### src/rtl/nibble_add_sequencer_pkg.sv
// Shared definitions for the slice-serial adder: FSM encoding, default slice width, idx sizing.
package nibble_add_sequencer_pkg;

    localparam int unsigned DEFAULT_WIDTH   = 16;
    localparam int unsigned DEFAULT_SLICE_W = 4;

    typedef enum logic [1:0] {
        IDLE = 2'd0,
        RUN  = 2'd1,
        DONE = 2'd2
    } state_t;

    // Slice index width: clog2 of the slice count, never narrower than one bit.
    function automatic int unsigned idx_width(input int unsigned nslices);
        return (nslices > 1) ? $clog2(nslices) : 1;
    endfunction

endpackage

### src/rtl/nibble_add_slice.sv
// Combinational SLICE_W-bit ripple slice: {cout_c, sum_c} = a + b + cin.
module nibble_add_slice
    import nibble_add_sequencer_pkg::*;
#(
    parameter int unsigned SLICE_W = DEFAULT_SLICE_W
) (
    input  logic [SLICE_W-1:0] a,
    input  logic [SLICE_W-1:0] b,
    input  logic               cin,
    output logic [SLICE_W-1:0] sum_c,
    output logic               cout_c
);

    assign {cout_c, sum_c} = {1'b0, a} + {1'b0, b} + (SLICE_W+1)'(cin);

endmodule

### src/rtl/nibble_add_sequencer.sv
// Multi-cycle adder: one SLICE_W slice per clock, LSB first, valid/ready on both sides.
// Optional subtract mode (in_sub port) is enabled by defining NIBBLE_SEQ_SUB_EN.
module nibble_add_sequencer
    import nibble_add_sequencer_pkg::*;
#(
    parameter int unsigned WIDTH   = DEFAULT_WIDTH,
    parameter int unsigned SLICE_W = DEFAULT_SLICE_W
) (
    input  logic             clk,
    input  logic             reset,
    input  logic             in_valid,
    output logic             in_ready,
    input  logic [WIDTH-1:0] in_a,
    input  logic [WIDTH-1:0] in_b,
    input  logic             in_cin,
`ifdef NIBBLE_SEQ_SUB_EN
    input  logic             in_sub,
`endif
    output logic             out_valid,
    input  logic             out_ready,
    output logic [WIDTH-1:0] out_sum,
    output logic             out_cout,
    output logic             busy
);

    localparam int unsigned NSLICES = WIDTH / SLICE_W;
    localparam int unsigned IDX_W   = idx_width(NSLICES);

    state_t             state, state_n;
    logic [IDX_W-1:0]   idx, idx_n;
    logic               carry, carry_n;
    logic [WIDTH-1:0]   a_q, a_n, b_q, b_n, sum_q, sum_n;
    logic               cout_q, cout_n;
`ifdef NIBBLE_SEQ_SUB_EN
    logic               sub_q, sub_n;
`endif

    logic [SLICE_W-1:0] slice_a, slice_b, slice_s;
    logic               slice_c;

    // Operand slice mux; subtraction feeds the inverted B slice.
    always_comb begin
        slice_a = a_q[idx*SLICE_W +: SLICE_W];
        slice_b = b_q[idx*SLICE_W +: SLICE_W];
`ifdef NIBBLE_SEQ_SUB_EN
        if (sub_q) begin
            slice_b = ~slice_b;
        end
`endif
    end

    nibble_add_slice #(.SLICE_W(SLICE_W)) u_slice (
        .a      (slice_a),
        .b      (slice_b),
        .cin    (carry),
        .sum_c  (slice_s),
        .cout_c (slice_c)
    );

    // Next-state and datapath update.
    always_comb begin
        state_n = state;
        idx_n   = idx;
        carry_n = carry;
        a_n     = a_q;
        b_n     = b_q;
        sum_n   = sum_q;
        cout_n  = cout_q;
`ifdef NIBBLE_SEQ_SUB_EN
        sub_n   = sub_q;
`endif
        case (state)
            IDLE: begin
                if (in_valid) begin
                    a_n     = in_a;
                    b_n     = in_b;
                    idx_n   = '0;
`ifdef NIBBLE_SEQ_SUB_EN
                    sub_n   = in_sub;
                    carry_n = in_sub ? 1'b1 : in_cin;
`else
                    carry_n = in_cin;
`endif
                    state_n = RUN;
                end
            end
            RUN: begin
                sum_n[idx*SLICE_W +: SLICE_W] = slice_s;
                carry_n = slice_c;
                idx_n   = idx + IDX_W'(1);
                if (idx == IDX_W'(NSLICES - 1)) begin
                    cout_n  = slice_c;
                    state_n = DONE;
                end
            end
            DONE: begin
                if (out_ready) begin
                    state_n = IDLE;
                end
            end
            default: state_n = IDLE;
        endcase
    end

    // State and datapath registers; handshake flags are registered from the next state.
    always_ff @(posedge clk) begin
        if (reset) begin
            state     <= IDLE;
            idx       <= '0;
            carry     <= 1'b0;
            a_q       <= '0;
            b_q       <= '0;
            sum_q     <= '0;
            cout_q    <= 1'b0;
`ifdef NIBBLE_SEQ_SUB_EN
            sub_q     <= 1'b0;
`endif
            in_ready  <= 1'b1;
            busy      <= 1'b0;
            out_valid <= 1'b0;
        end else begin
            state     <= state_n;
            idx       <= idx_n;
            carry     <= carry_n;
            a_q       <= a_n;
            b_q       <= b_n;
            sum_q     <= sum_n;
            cout_q    <= cout_n;
`ifdef NIBBLE_SEQ_SUB_EN
            sub_q     <= sub_n;
`endif
            in_ready  <= (state_n == IDLE);
            busy      <= (state_n != IDLE);
            out_valid <= (state_n == DONE);
        end
    end

    assign out_sum  = sum_q;
    assign out_cout = cout_q;

endmodule

### config.mk
export PLATFORM = sky130hd
export DESIGN_NAME = nibble_add_sequencer
export DESIGN_NICKNAME = d
export VERILOG_FILES = /design/src/rtl/nibble_add_sequencer_pkg.sv /design/src/rtl/nibble_add_slice.sv /design/src/rtl/nibble_add_sequencer.sv
export SDC_FILE = /design/constraint.sdc
export NUM_CORES = 1
export LEC_CHECK = 0
export CORE_MARGIN = 2
export CORE_UTILIZATION = 31
export CTS_CLUSTER_SIZE = 25
export DETAILED_ROUTE_END_ITERATION = 6
export PLACE_DENSITY = 0.6
export SETUP_SLACK_MARGIN = 0.05
export SYNTH_ARGS = -nofsm -noshare
export SYNTH_HDL_FRONTEND = slang
export SYNTH_SLANG_ARGS = --single-unit
### constraint.sdc
create_clock -name clk -period 2.82 [get_ports clk]
set_clock_uncertainty 0.2 [all_clocks]
set_input_delay 0.846 -clock clk [delete_from_list [all_inputs] [get_ports clk]]
set_output_delay 0.846 -clock clk [all_outputs]
set_load 0.05 [all_outputs]
==> metrics <==
number of flip-flops and latches in the synthesized netlist=57; post-CTS sizing=0; largest net degree at the start of global routing=35; number of rows in the core area=32; height of the die=92.6 um; 1st-pass router iterations=4; initial cell density of the core=31.8%; total power divided by cell area=541 mW/mm^2; # diodes=0; leakage dissipation=1.23 nW; syn nets=315; cell-by-cell listing of the critical path=mux4_2 > fa_1 > fa_1 > a21o_1 > a21oi_1 > nand2b_1 > a21oi_1; Setup crit end kind=register; Overflow after GRT=0; Setup Crit Path Kind=register to register; worst relative slew slack=59.6%; count of nets left with antenna violations after detail routing=0; number of buffers between clock root and the deepest sink=2; post-layout power=0.00176 W; number of antenna violations at the first check in global routing=0; sum of net half-perimeters after detailed placement=4070 um; number of warning messages in the yosys log=0; DRC errors left=0; combined area of all synthesized cells=0.00243 mm^2; Req. time, crit path=2.83 ns; vias in the first global route=1,857; synthesized instance count=267; number of clock sinks=57; max-cap check violation count=0; Syn Area/Cell=9.11 um^2; total wire length after detailed routing=5470 um; kind of launch point of the worst setup path=register; area of the placeable core=0.00765 mm^2; clock buffers created by TritonCTS=9; number of endpoints failing setup at the final stage=0; Top-Level Pins=57; pins over their slew limit=0; share of the clock period used by the worst path after layout=93.7%; logic depth of the worst path, buffers included=7; min-delay worst type=register to register; CP Buf/Inv Count=0; Fin. Hold Viols=0; clock insertion delay at the later pin of the skew report=0.33 ns; top achievable clock speed=379 MHz; clock tree from TritonCTS=built; post-route setup TNS=0 ns; fraction of final layout cells sized beyond drive strength 1=10.9%; library cells used by synthesis=29; CTS Hold Buffers Added=0; FF-to-FF path depth=7; run status=finished clean; via count normalized by instance count=4.67; worst path arrival time=2.65 ns; kind of cell with the highest combined delay on the critical path=adder cells; number of DRC markers after the initial detailed-route iteration=57; GPL Wtd Cong=0.786; average detailed-routed wire length per instance=12.6 um; worst vdd ir=258 uV; fin nets=374; total number of H-tree levels=3; worst-path fanout max=4; overall via count from detail_route=2,024; Tot GR Track Use=13.6%; clock transition at the registers of the reported paths=0.06 ns; setup repair after global routing missed its margin=no; slew at the pin closest to its max-slew limit=0.604 ns; maximum cell stage delay along the critical path=0.52 ns; root buffer selected by CTS=sky130_fd_sc_hd__clkbuf_8; area added between synthesis and finish=34.1%; Min Clock Period, post-route=2.64 ns; Hold Crit Depth=2; total of buffers placed on input and output ports=56; Worst path slowest cell=sky130_fd_sc_hd__mux4_2; horizontal die dimension=92.6 um; first-pass GRT wire length=8940 um; post-CTS repair timing setup buffer count=0; sequential-to-total area share from yosys stat=46.9%; floorplan die area=0.00857 mm^2
-- synthesized netlist by cell type, drive strengths merged --
cell     instances  area (um^2)
xor2             1         8.76
buf              8         48.8
a22oi           13         97.6
mux4             8          180
and4bb           1         12.5
fa               2         40.0
and3             1         11.3
nor3b            1         18.8
nor4             1         21.3
a211o            1         8.76
nor2b            1         13.8
dfxtp           57         1140
nor2            18         67.6
nand2b           3         18.8
a32oi            2         17.5
a21o             2         15.0
and3b            1         8.76
or2              1         6.26
clkbuf           7         26.3
nand3            4         20.0
ha               9          113
a311oi           1         8.76
nand4bb          1         11.3
inv              3         11.3
a21oi           43          215
nand2           77          292
-- final cells by class --
class                   instances  area, um^2
clock buffers                  12         135
clock inverters                 4        20.0
fillers                       777        4380
inverters                       3        11.3
multi-input cells             192        1210
flip-flops and latches         57        1140
well taps                     102         128
repair buffers                 63         621
-- final timing paths --
path                                           start                    to  slack, ns
worst min register to register  a_q[14]$_SDFFE_PP0P_  a_q[14]$_SDFFE_PP0P_       0.25
worst min-delay path            a_q[14]$_SDFFE_PP0P_  a_q[14]$_SDFFE_PP0P_       0.25
worst max register to register   idx[0]$_SDFFE_PP0P_    carry$_SDFFE_PP0P_       0.18
worst max-delay path             idx[0]$_SDFFE_PP0P_    carry$_SDFFE_PP0P_       0.18
-- cell families after synthesis --
group / share of synthesized area, %
buffers and inverters: 3.55
flip-flops: 46.9
AND/OR/NAND/NOR: 20.6
AO/OA/AOI/OAI: 14.9
multiplexers: 7.40
adder cells (fa/ha/maj): 6.27
XOR/XNOR: 0.360
-- power breakdown --
group          internal, W  switching, W  leakage (nW)
Clock             0.000313      0.000301        0.0839
Combinational     0.000135      0.000148         0.683
Sequential        0.000844     0.0000228         0.466
Total              0.00129      0.000472          1.23
-- flip-flops by register name, summed over array words and instances, names as in the netlist --
register / cells
a_q: 16
b_q: 16
out_sum: 16
idx: 2
state: 2
busy: 1
carry: 1
in_ready: 1
out_cout: 1
out_valid: 1
-- metrics by stage --
step / setup slack (ns) / cell area [um^2] / utilization, % / hold slack [ns] / cells
2_1_floorplan: 0.0919 / 2440 / - / 0.233 / 267
3_3_place_gp: 0.208 / 3110 / 40.6 / 0.239 / 417
3_5_place_dp: 0.166 / 3110 / 40.6 / 0.247 / 417
4_1_cts: 0.151 / 3260 / 42.7 / 0.255 / 433
5_1_grt: 0.0732 / 3260 / 42.7 / 0.274 / 433
6_report: 0.179 / 3260 / 42.7 / 0.253 / 433
-- cell usage in the layout, fill, tap and decap left out, types with 2 or more instances in the layout --
master / n
sky130_fd_sc_hd__dfxtp_1: 56
sky130_fd_sc_hd__mux4_2: 8
sky130_fd_sc_hd__a32oi_1: 2
sky130_fd_sc_hd__clkdlybuf4s50_1: 55
sky130_fd_sc_hd__a22oi_1: 13
sky130_fd_sc_hd__fa_1: 2
sky130_fd_sc_hd__a21oi_1: 43
sky130_fd_sc_hd__nand3_1: 4
sky130_fd_sc_hd__buf_4: 6
sky130_fd_sc_hd__nand2_1: 76
sky130_fd_sc_hd__nor2_1: 18
sky130_fd_sc_hd__inv_1: 3
sky130_fd_sc_hd__a21o_1: 2
sky130_fd_sc_hd__clkbuf_8: 9
sky130_fd_sc_hd__ha_1: 9
sky130_fd_sc_hd__clkbuf_1: 3
sky130_fd_sc_hd__nand2b_1: 3
sky130_fd_sc_hd__clkinv_2: 4
-- worst reg2reg max path: cells and delay by family, from the launching register on --
family / cells / cell delay [ns]
compound gates: 3 / 0.45
flops: 1 / 0.37
mux: 1 / 0.52
fa+ha+maj: 2 / 0.85
simple gates: 1 / 0.13
-- routing by layer --
| metal | global-route usage [%] | vias to the layer above | share of wire (%) |
|---|---|---|---|
| li1 | - | 1036 | - |
| met3 | 4.80 | 8 | 5.1 |
| met5 | 0 | - | 0 |
| met2 | 20.9 | 44 | 47 |
| met1 | 17.4 | 936 | 46 |
| met4 | 5.97 | 0 | 1.5 |
Note: power is estimated with default switching activity, not from simulation.
